--- src/rtl/led_pwm_sb_ctrl.sv ---
// Bus-mapped multi-channel LED controller: per-channel PWM brightness,
// a global blink mode with programmable half-period, and a registered read path.
module led_pwm_sb_ctrl #(
  parameter int unsigned NUM_LEDS       = 16,
  parameter int unsigned PWM_BITS       = 8,
  parameter int unsigned DEFAULT_PERIOD = 10_000_000
) (
  input  logic                clk_i,
  input  logic                rst_i,
  input  logic                req_i,
  input  logic                write_enable_i,
  input  logic [31:0]         addr_i,
  input  logic [31:0]         write_data_i,
  output logic [31:0]         read_data_o,
  output logic [NUM_LEDS-1:0] led_o
);

  localparam logic [23:0] ADDR_VALUE  = 24'h00;
  localparam logic [23:0] ADDR_MODE   = 24'h04;
  localparam logic [23:0] ADDR_PERIOD = 24'h08;
  localparam logic [23:0] ADDR_STATUS = 24'h0C;
  localparam logic [23:0] ADDR_RESET  = 24'h24;
  localparam logic [23:0] ADDR_DUTY   = 24'h40;

  localparam logic [PWM_BITS-1:0] PWM_MAX   = {PWM_BITS{1'b1}};
  localparam logic [31:0]         PERIOD_RV = 32'(DEFAULT_PERIOD);

  localparam logic MODE_STATIC = 1'b0;
  localparam logic MODE_BLINK  = 1'b1;

  logic [23:0] addr;
  logic        wr_en;
  logic        rd_en;
  logic        soft_rst;
  logic        unused_addr;

  logic [NUM_LEDS-1:0] value_q, value_d;
  logic                mode_q, mode_d;
  logic [31:0]         period_q, period_d;
  logic [PWM_BITS-1:0] duty_q [NUM_LEDS];
  logic [PWM_BITS-1:0] duty_d [NUM_LEDS];
  logic [PWM_BITS-1:0] pwm_cnt_q, pwm_cnt_d;
  logic [31:0]         blink_cnt_q, blink_cnt_d;
  logic                phase_q, phase_d;
  logic [NUM_LEDS-1:0] led_q, led_d;
  logic [31:0]         rdata_q, rdata_d;
  logic [NUM_LEDS-1:0] pwm_on;

  assign addr        = addr_i[23:0];
  assign unused_addr = ^addr_i[31:24];
  assign wr_en       = req_i & write_enable_i;
  assign rd_en       = req_i & ~write_enable_i;
  assign soft_rst    = wr_en && (addr == ADDR_RESET);

  // All-ones duty is forced on so full brightness has no one-clock gap.
  always_comb begin
    for (int i = 0; i < NUM_LEDS; i++) begin
      pwm_on[i] = (duty_q[i] == PWM_MAX) || (pwm_cnt_q < duty_q[i]);
    end
  end

  always_comb begin
    value_d     = value_q;
    mode_d      = mode_q;
    period_d    = period_q;
    duty_d      = duty_q;
    pwm_cnt_d   = pwm_cnt_q + PWM_BITS'(1);
    blink_cnt_d = 32'd0;
    phase_d     = 1'b1;
    led_d       = value_q & pwm_on & {NUM_LEDS{phase_q}};
    rdata_d     = rdata_q;

    // Blink counter only runs in BLINK; STATIC parks it at zero, phase on.
    if (mode_q == MODE_BLINK) begin
      if (blink_cnt_q == period_q - 32'd1) begin
        blink_cnt_d = 32'd0;
        phase_d     = ~phase_q;
      end else begin
        blink_cnt_d = blink_cnt_q + 32'd1;
        phase_d     = phase_q;
      end
    end

    if (wr_en) begin
      case (addr)
        ADDR_VALUE: value_d = write_data_i[NUM_LEDS-1:0];
        ADDR_MODE:  mode_d  = write_data_i[0];
        ADDR_PERIOD: begin
          period_d    = (write_data_i == 32'd0) ? 32'd1 : write_data_i;
          blink_cnt_d = 32'd0;
          phase_d     = phase_q;
        end
        default: begin
          for (int i = 0; i < NUM_LEDS; i++) begin
            if (addr == ADDR_DUTY + 24'(4 * i)) begin
              duty_d[i] = write_data_i[PWM_BITS-1:0];
            end
          end
        end
      endcase
    end

    if (rd_en) begin
      rdata_d = 32'd0;
      case (addr)
        ADDR_VALUE:  rdata_d = 32'(value_q);
        ADDR_MODE:   rdata_d = 32'(mode_q);
        ADDR_PERIOD: rdata_d = period_q;
        ADDR_STATUS: rdata_d = 32'(phase_q);
        default: begin
          for (int i = 0; i < NUM_LEDS; i++) begin
            if (addr == ADDR_DUTY + 24'(4 * i)) begin
              rdata_d = 32'(duty_q[i]);
            end
          end
        end
      endcase
    end

    // Soft reset wins over the write it arrives with; read data is left alone.
    if (soft_rst) begin
      value_d     = '0;
      mode_d      = MODE_STATIC;
      period_d    = PERIOD_RV;
      for (int i = 0; i < NUM_LEDS; i++) begin
        duty_d[i] = PWM_MAX;
      end
      pwm_cnt_d   = '0;
      blink_cnt_d = 32'd0;
      phase_d     = 1'b1;
      led_d       = '0;
    end
  end

  always_ff @(posedge clk_i) begin
    if (rst_i) begin
      value_q     <= '0;
      mode_q      <= MODE_STATIC;
      period_q    <= PERIOD_RV;
      for (int i = 0; i < NUM_LEDS; i++) begin
        duty_q[i] <= PWM_MAX;
      end
      pwm_cnt_q   <= '0;
      blink_cnt_q <= 32'd0;
      phase_q     <= 1'b1;
      led_q       <= '0;
      rdata_q     <= 32'd0;
    end else begin
      value_q     <= value_d;
      mode_q      <= mode_d;
      period_q    <= period_d;
      duty_q      <= duty_d;
      pwm_cnt_q   <= pwm_cnt_d;
      blink_cnt_q <= blink_cnt_d;
      phase_q     <= phase_d;
      led_q       <= led_d;
      rdata_q     <= rdata_d;
    end
  end

  assign read_data_o = rdata_q;
  assign led_o       = led_q;

endmodule

--- config.mk ---
export PLATFORM = sky130hd
export DESIGN_NAME = led_pwm_sb_ctrl
export DESIGN_NICKNAME = d
export VERILOG_FILES = /design/src/rtl/led_pwm_sb_ctrl.sv
export SDC_FILE = /design/constraint.sdc
export NUM_CORES = 1
export LEC_CHECK = 0
export CAP_MARGIN = 20
export CORE_MARGIN = 3
export CORE_UTILIZATION = 54
export DETAILED_ROUTE_END_ITERATION = 10
export GPL_TIMING_DRIVEN = 0
export PLACE_DENSITY = 0.78
export REMOVE_ABC_BUFFERS = 1
export SLEW_MARGIN = 20
export SYNTH_ARGS = -nofsm -noshare
export SYNTH_HDL_FRONTEND = slang
export SYNTH_SLANG_ARGS = --single-unit
--- constraint.sdc ---
create_clock -name clk_i -period 3.62 [get_ports clk_i]
set_input_delay 0.543 -clock clk_i [delete_from_list [all_inputs] [get_ports clk_i]]
set_output_delay 0.543 -clock clk_i [all_outputs]
set_load 0.02 [all_outputs]
==> summary by stage <==
Floorplanning
In this run the core area contains 60 standard-cell rows. The die covers 30100 sq um. From bottom edge to top edge, the die measures 173 um. The area of the core region is 27300 sq um.

The width of the die is 173 um. For this configuration, the core starts out at a cell density of 55.5%. Pin placement for this block handled 116 I/O pins.

Worst setup path
The startpoint identified for the worst register-to-register timing path is period_q[2]$_SDFFE_PP0P_. Setup slack on the worst reg-to-reg path comes out at 0.03 ns. The slowest stage of the critical path is the sky130_fd_sc_hd__or4_4 cell. Data on the critical path is required at its endpoint by 4.04 ns.

The number of buffer and inverter instances along the worst setup path is 1. STA classifies the critical path startpoint as a register. The worst register-to-register path ends at blink_cnt_q[18]$_SDFF_PP0_. The cell family contributing the most delay on the critical path is simple AND/OR/NAND/NOR gates. In this run the worst path has a maximum fanout of 8. On the worst path, the slowest cell contributes a delay of 0.57 ns. The worst setup path is of the reg2reg kind.

Data on the critical path arrives at its endpoint at 4.00 ns. The endpoint kind of the worst setup timing path is a register. The most prevalent standard cell on the critical path is sky130_fd_sc_hd__or4_4. The critical path goes through or4_4, o21ai_2, or4b_1, or4_4, or4_4, nor4_4, buf_6, and2_4, nor3_1. The depth of the worst register-to-register path is 9.

Synth
The instance count of the mapped netlist is 1792. The number of synthesis warnings is 0. The most used flip-flop cell after synthesis is sky130_fd_sc_hd__dfxtp_1. The count of cell types in the netlist is 70. The cell area that synthesis handed to floorplanning was 15100 sq um. The top cell type's share of synthesized area is 35.2%.

The number of register bits inferred by synthesis is 266. The share of the yosys chip area belonging to registers is 35.2%. By area the synthesized netlist is led by sky130_fd_sc_hd__dfxtp_1 35%, sky130_fd_sc_hd__ha_1 9.5%, sky130_fd_sc_hd__nand2_1 6.1%.

For this run, asynchronously set or reset flops after synthesis account for 0%. The number of enable flip-flop cells after synthesis is 0. The mean cell area of the mapped netlist is 8.44 sq um. The cell accounting for the most synthesized area is sky130_fd_sc_hd__dfxtp_1.

STA
The setup-violating endpoint count in the final report is 0. The total count of max-transition violations in the final report was 0. Across all hold checks on the routed design, the worst slack comes to 0.339 ns. The worst slew margin relative to its limit is 14.2%. The actual transition at the worst max-transition pin is 1.29 ns.

The final critical path time including I/O delays and setup is 3.59 ns. The final critical path takes up 99.1% of the cycle. Setup repair after global routing left no endpoint under its margin. The final-report hold violation count is 0. Between clock sinks in the finished design, the worst skew comes to 0.0171 ns. Based on the critical path, the design can be clocked at up to 279 MHz. The setup TNS after final layout is 0 ns.

Run
The number of max-cap violations is 0.

Global routing
The first global-routing pass estimated 81.3 mm of wire. The pin count of the biggest net entering global routing is 38. The number of antenna violations at the first check in global routing is 0.

The number of global-route vias before repair was 14300. In the global route stage, overall resource usage came out at 33.5%. The aggregate global routing overflow is 0.

Placement
Including well taps, the total number of placed cells is 2177. The port buffer count is 107. Detailed placement finished with a half-perimeter wire length of 35.2 mm.

At the end of routability-driven placement, the weighted congestion stood at 1.02.

Cells and area
The final core utilization is 65.7%. For this run, the post-layout net count is 2029. The multi-input combinational cells in the finished layout cover a total of 9190 sq um. Compared with the post-synthesis result, the final layout area differs by 18.3%.

The final cell count without fillers is 2241. The count of antenna diodes in the layout is 0. The area taken by flip-flops and latches is 5350 sq um. Fill cells in the final layout number 2170.

In the final layout, the share of cells above drive strength 1 is 8.56%.

Clock tree
The root cell of the clock tree is sky130_fd_sc_hd__clkbuf_16. The maximum buffer depth of the clock tree is 3. The H-tree depth is 1. The CTS tree is done. The post-CTS clock slew at the launch and capture registers of the worst setup and hold paths is 0.06 ns. The clock drives 266 sinks. The hold buffer count at cts is 0. The clock latency on the worst-skew pair is 0.57 ns. Clock tree synthesis inserted a total of 30 buffers.

Power
Combinational cells account for 5.6% of the total power. VDD sags by at most 0.390 mV. Per report_power, the clock group accounts for 49.7% of the total. Sequential cells burn 44.7% of the power. The power density over cell area is 372 nW/um^2. Of the total power, the share spent switching nets is 23.2%. The analysis attributes to net switching a power of 1.54 mW.

The internal power of the cells totals 5.12 mW. The analysis attributes to cell leakage a power of 8.91 nW. After layout, the design draws a total of 6.66 mW.

Route
Using the TritonRoute via totals, the vias-per-cell ratio works out to 6.65. The total DRC errors in the routed layout is 0. The via count is 14900. For this block, the routed nets add up to 52.2 mm of wire. The number of violations reported at the end of detailed-routing iteration 0 is 1703.

Once detail routing completed, the nets flagged for antenna violations numbered 0. The average wire per standard cell is 23.3 um. The pre-antenna-repair detailed-routing pass consisted of 6 iterations.

Min path
The path with the worst hold slack has its endpoint at read_data_o[18]$_SDFFE_PP0P_. The class of the tightest hold or removal check is in2reg. The worst hold path was traced through 2 stages. The startpoint of the tightest hold check path is rst_i.

Status
The run finished with clean final reports.
-- power groups by stage --
stage	logic [mW]	clock network, mW	registers (mW)
6_report	0.376	3.31	2.98
5_1_grt	0.395	3.44	2.97
4_1_cts	0.363	3.32	2.98
3_5_place_dp	0.360	0	3.04
3_3_place_gp	0.329	0	3.04
2_1_floorplan	0.114	0	3.03
-- layout make-up --
| cell class | instances | share of cell area [%] |
|---|---|---|
| timing repair buffer | 130 | 7.60 |
| sequential | 266 | 29.9 |
| tap | 372 | 2.60 |
| clock buffer | 41 | 4.88 |
| clock inverter | 14 | 1.15 |
| inverter | 123 | 2.58 |
| multi-input combinational | 1295 | 51.3 |
-- metrics by stage --
stage                     worst slack [ns]  instance area (sq um)
after floorplan                      -3.18                  14700
after global placement               -8.58                  16200
after detailed placement             -1.30                  16600
after CTS                          0.00362                  17800
after global routing               0.00202                  17900
final                               0.0309                  17900
-- sequential cells by signal, summed over array words and instances (netlist names) --
signal and flops:
period_q 32, value_q 16, blink_cnt_q 32, read_data_o 32, mode_q 1, phase_q 1
pwm_cnt_q 8, duty_q 128, led_o 16
-- worst max-delay path by stage --
stage | startpoint | endpoint | cells after the start | slack (ns)
2_1_floorplan | write_enable_i | led_o[14]$_SDFF_PP0_ | 5 | -3.18
3_3_place_gp | addr_i[2] | led_o[8]$_SDFF_PP0_ | 6 | -8.58
3_5_place_dp | addr_i[17] | read_data_o[7]$_SDFFE_PP0P_ | 9 | -1.30
4_1_cts | period_q[2]$_SDFFE_PP0P_ | blink_cnt_q[16]$_SDFF_PP0_ | 9 | 0.004
5_1_grt | period_q[3]$_SDFFE_PP0P_ | blink_cnt_q[11]$_SDFF_PP0_ | 9 | 0.002
6_report | period_q[2]$_SDFFE_PP0P_ | blink_cnt_q[18]$_SDFF_PP0_ | 9 | 0.03
-- cell usage in the layout (no fill, tap or decap), types with 16 or more instances in the layout --
master / netlist / final
sky130_fd_sc_hd__o21ai_0: 30 / 30
sky130_fd_sc_hd__a22oi_1: 17 / 17
sky130_fd_sc_hd__and3_1: 18 / 18
sky130_fd_sc_hd__a21o_1: 80 / 80
sky130_fd_sc_hd__nor2_1: 63 / 60
sky130_fd_sc_hd__o211a_1: 16 / 16
sky130_fd_sc_hd__xor2_1: 37 / 37
sky130_fd_sc_hd__a22o_1: 25 / 25
sky130_fd_sc_hd__o211ai_1: 85 / 85
sky130_fd_sc_hd__a21oi_1: 53 / 52
sky130_fd_sc_hd__inv_1: 121 / 121
sky130_fd_sc_hd__nand2b_1: 24 / 23
sky130_fd_sc_hd__ha_1: 115 / 114
sky130_fd_sc_hd__a211oi_1: 21 / 21
sky130_fd_sc_hd__clkdlybuf4s50_1: 0 / 98
sky130_fd_sc_hd__nor4_1: 38 / 27
sky130_fd_sc_hd__nand3_1: 47 / 46
sky130_fd_sc_hd__a221oi_1: 29 / 28
sky130_fd_sc_hd__o22ai_1: 24 / 24
sky130_fd_sc_hd__mux2i_1: 55 / 55
sky130_fd_sc_hd__nor3_1: 64 / 52
sky130_fd_sc_hd__clkbuf_16: 0 / 31
sky130_fd_sc_hd__dfxtp_1: 266 / 255
sky130_fd_sc_hd__nand2_1: 247 / 245
sky130_fd_sc_hd__nand4_1: 54 / 54
sky130_fd_sc_hd__xnor2_1: 36 / 36
-- per-layer routing --
| layer | part of all wire, % | global-route usage, % | vias to the layer above |
|---|---|---|---|
| met5 | 0 | 0 | - |
| met4 | 5.8 | 15.5 | 0 |
| met3 | 11 | 7.69 | 243 |
| met2 | 45 | 53.8 | 896 |
| met1 | 39 | 42.9 | 7097 |
| li1 | - | - | 6674 |
-- cells by family (layout without fill, tap and decap cells) --
logic type                 Yosys count  in the layout  synth area share, %
and+or+nand+nor                    610            613                 19.7
AOI/OAI and AO/OA                  436            436                 21.2
DFF                                266            266                 35.2
buffers and inverters              234            308                 6.20
adders and majority gates          115            115                 9.51
xor gates and xnor gates            73             73                 4.23
muxes                               58             58                 3.94
-- synth_stat cells (5+ instances only) --
library cell / count
sky130_fd_sc_hd__dfxtp_1: 266
sky130_fd_sc_hd__nand2_1: 247
sky130_fd_sc_hd__inv_1: 121
sky130_fd_sc_hd__ha_1: 115
sky130_fd_sc_hd__clkbuf_1: 93
sky130_fd_sc_hd__o211ai_1: 85
sky130_fd_sc_hd__a21o_1: 80
sky130_fd_sc_hd__nor3_1: 64
sky130_fd_sc_hd__nor2_1: 63
sky130_fd_sc_hd__mux2i_1: 55
sky130_fd_sc_hd__nand4_1: 54
sky130_fd_sc_hd__a21oi_1: 53
sky130_fd_sc_hd__nand3_1: 47
sky130_fd_sc_hd__nor4_1: 38
sky130_fd_sc_hd__xor2_1: 37
sky130_fd_sc_hd__xnor2_1: 36
sky130_fd_sc_hd__o21ai_0: 30
sky130_fd_sc_hd__a221oi_1: 29
sky130_fd_sc_hd__a22o_1: 25
sky130_fd_sc_hd__nand2b_1: 24
sky130_fd_sc_hd__o22ai_1: 24
sky130_fd_sc_hd__a211oi_1: 21
sky130_fd_sc_hd__and3_1: 18
sky130_fd_sc_hd__a22oi_1: 17
sky130_fd_sc_hd__o211a_1: 16
sky130_fd_sc_hd__or4_1: 12
sky130_fd_sc_hd__o221ai_1: 10
sky130_fd_sc_hd__a221o_1: 9
sky130_fd_sc_hd__buf_1: 9
sky130_fd_sc_hd__a32oi_1: 6
sky130_fd_sc_hd__nor2b_1: 6
sky130_fd_sc_hd__and2_1: 5
sky130_fd_sc_hd__or3_1: 5
-- repair_timing --
action / 4_1_cts / 5_1_grt
gates cloned: 3 / 0
buffers inserted: 3 / 3
pin swaps: 2 / 4
setup endpoints to repair: 227 / 175
gates resized for setup: 22 / 24
(Power assumes the default switching activity.)
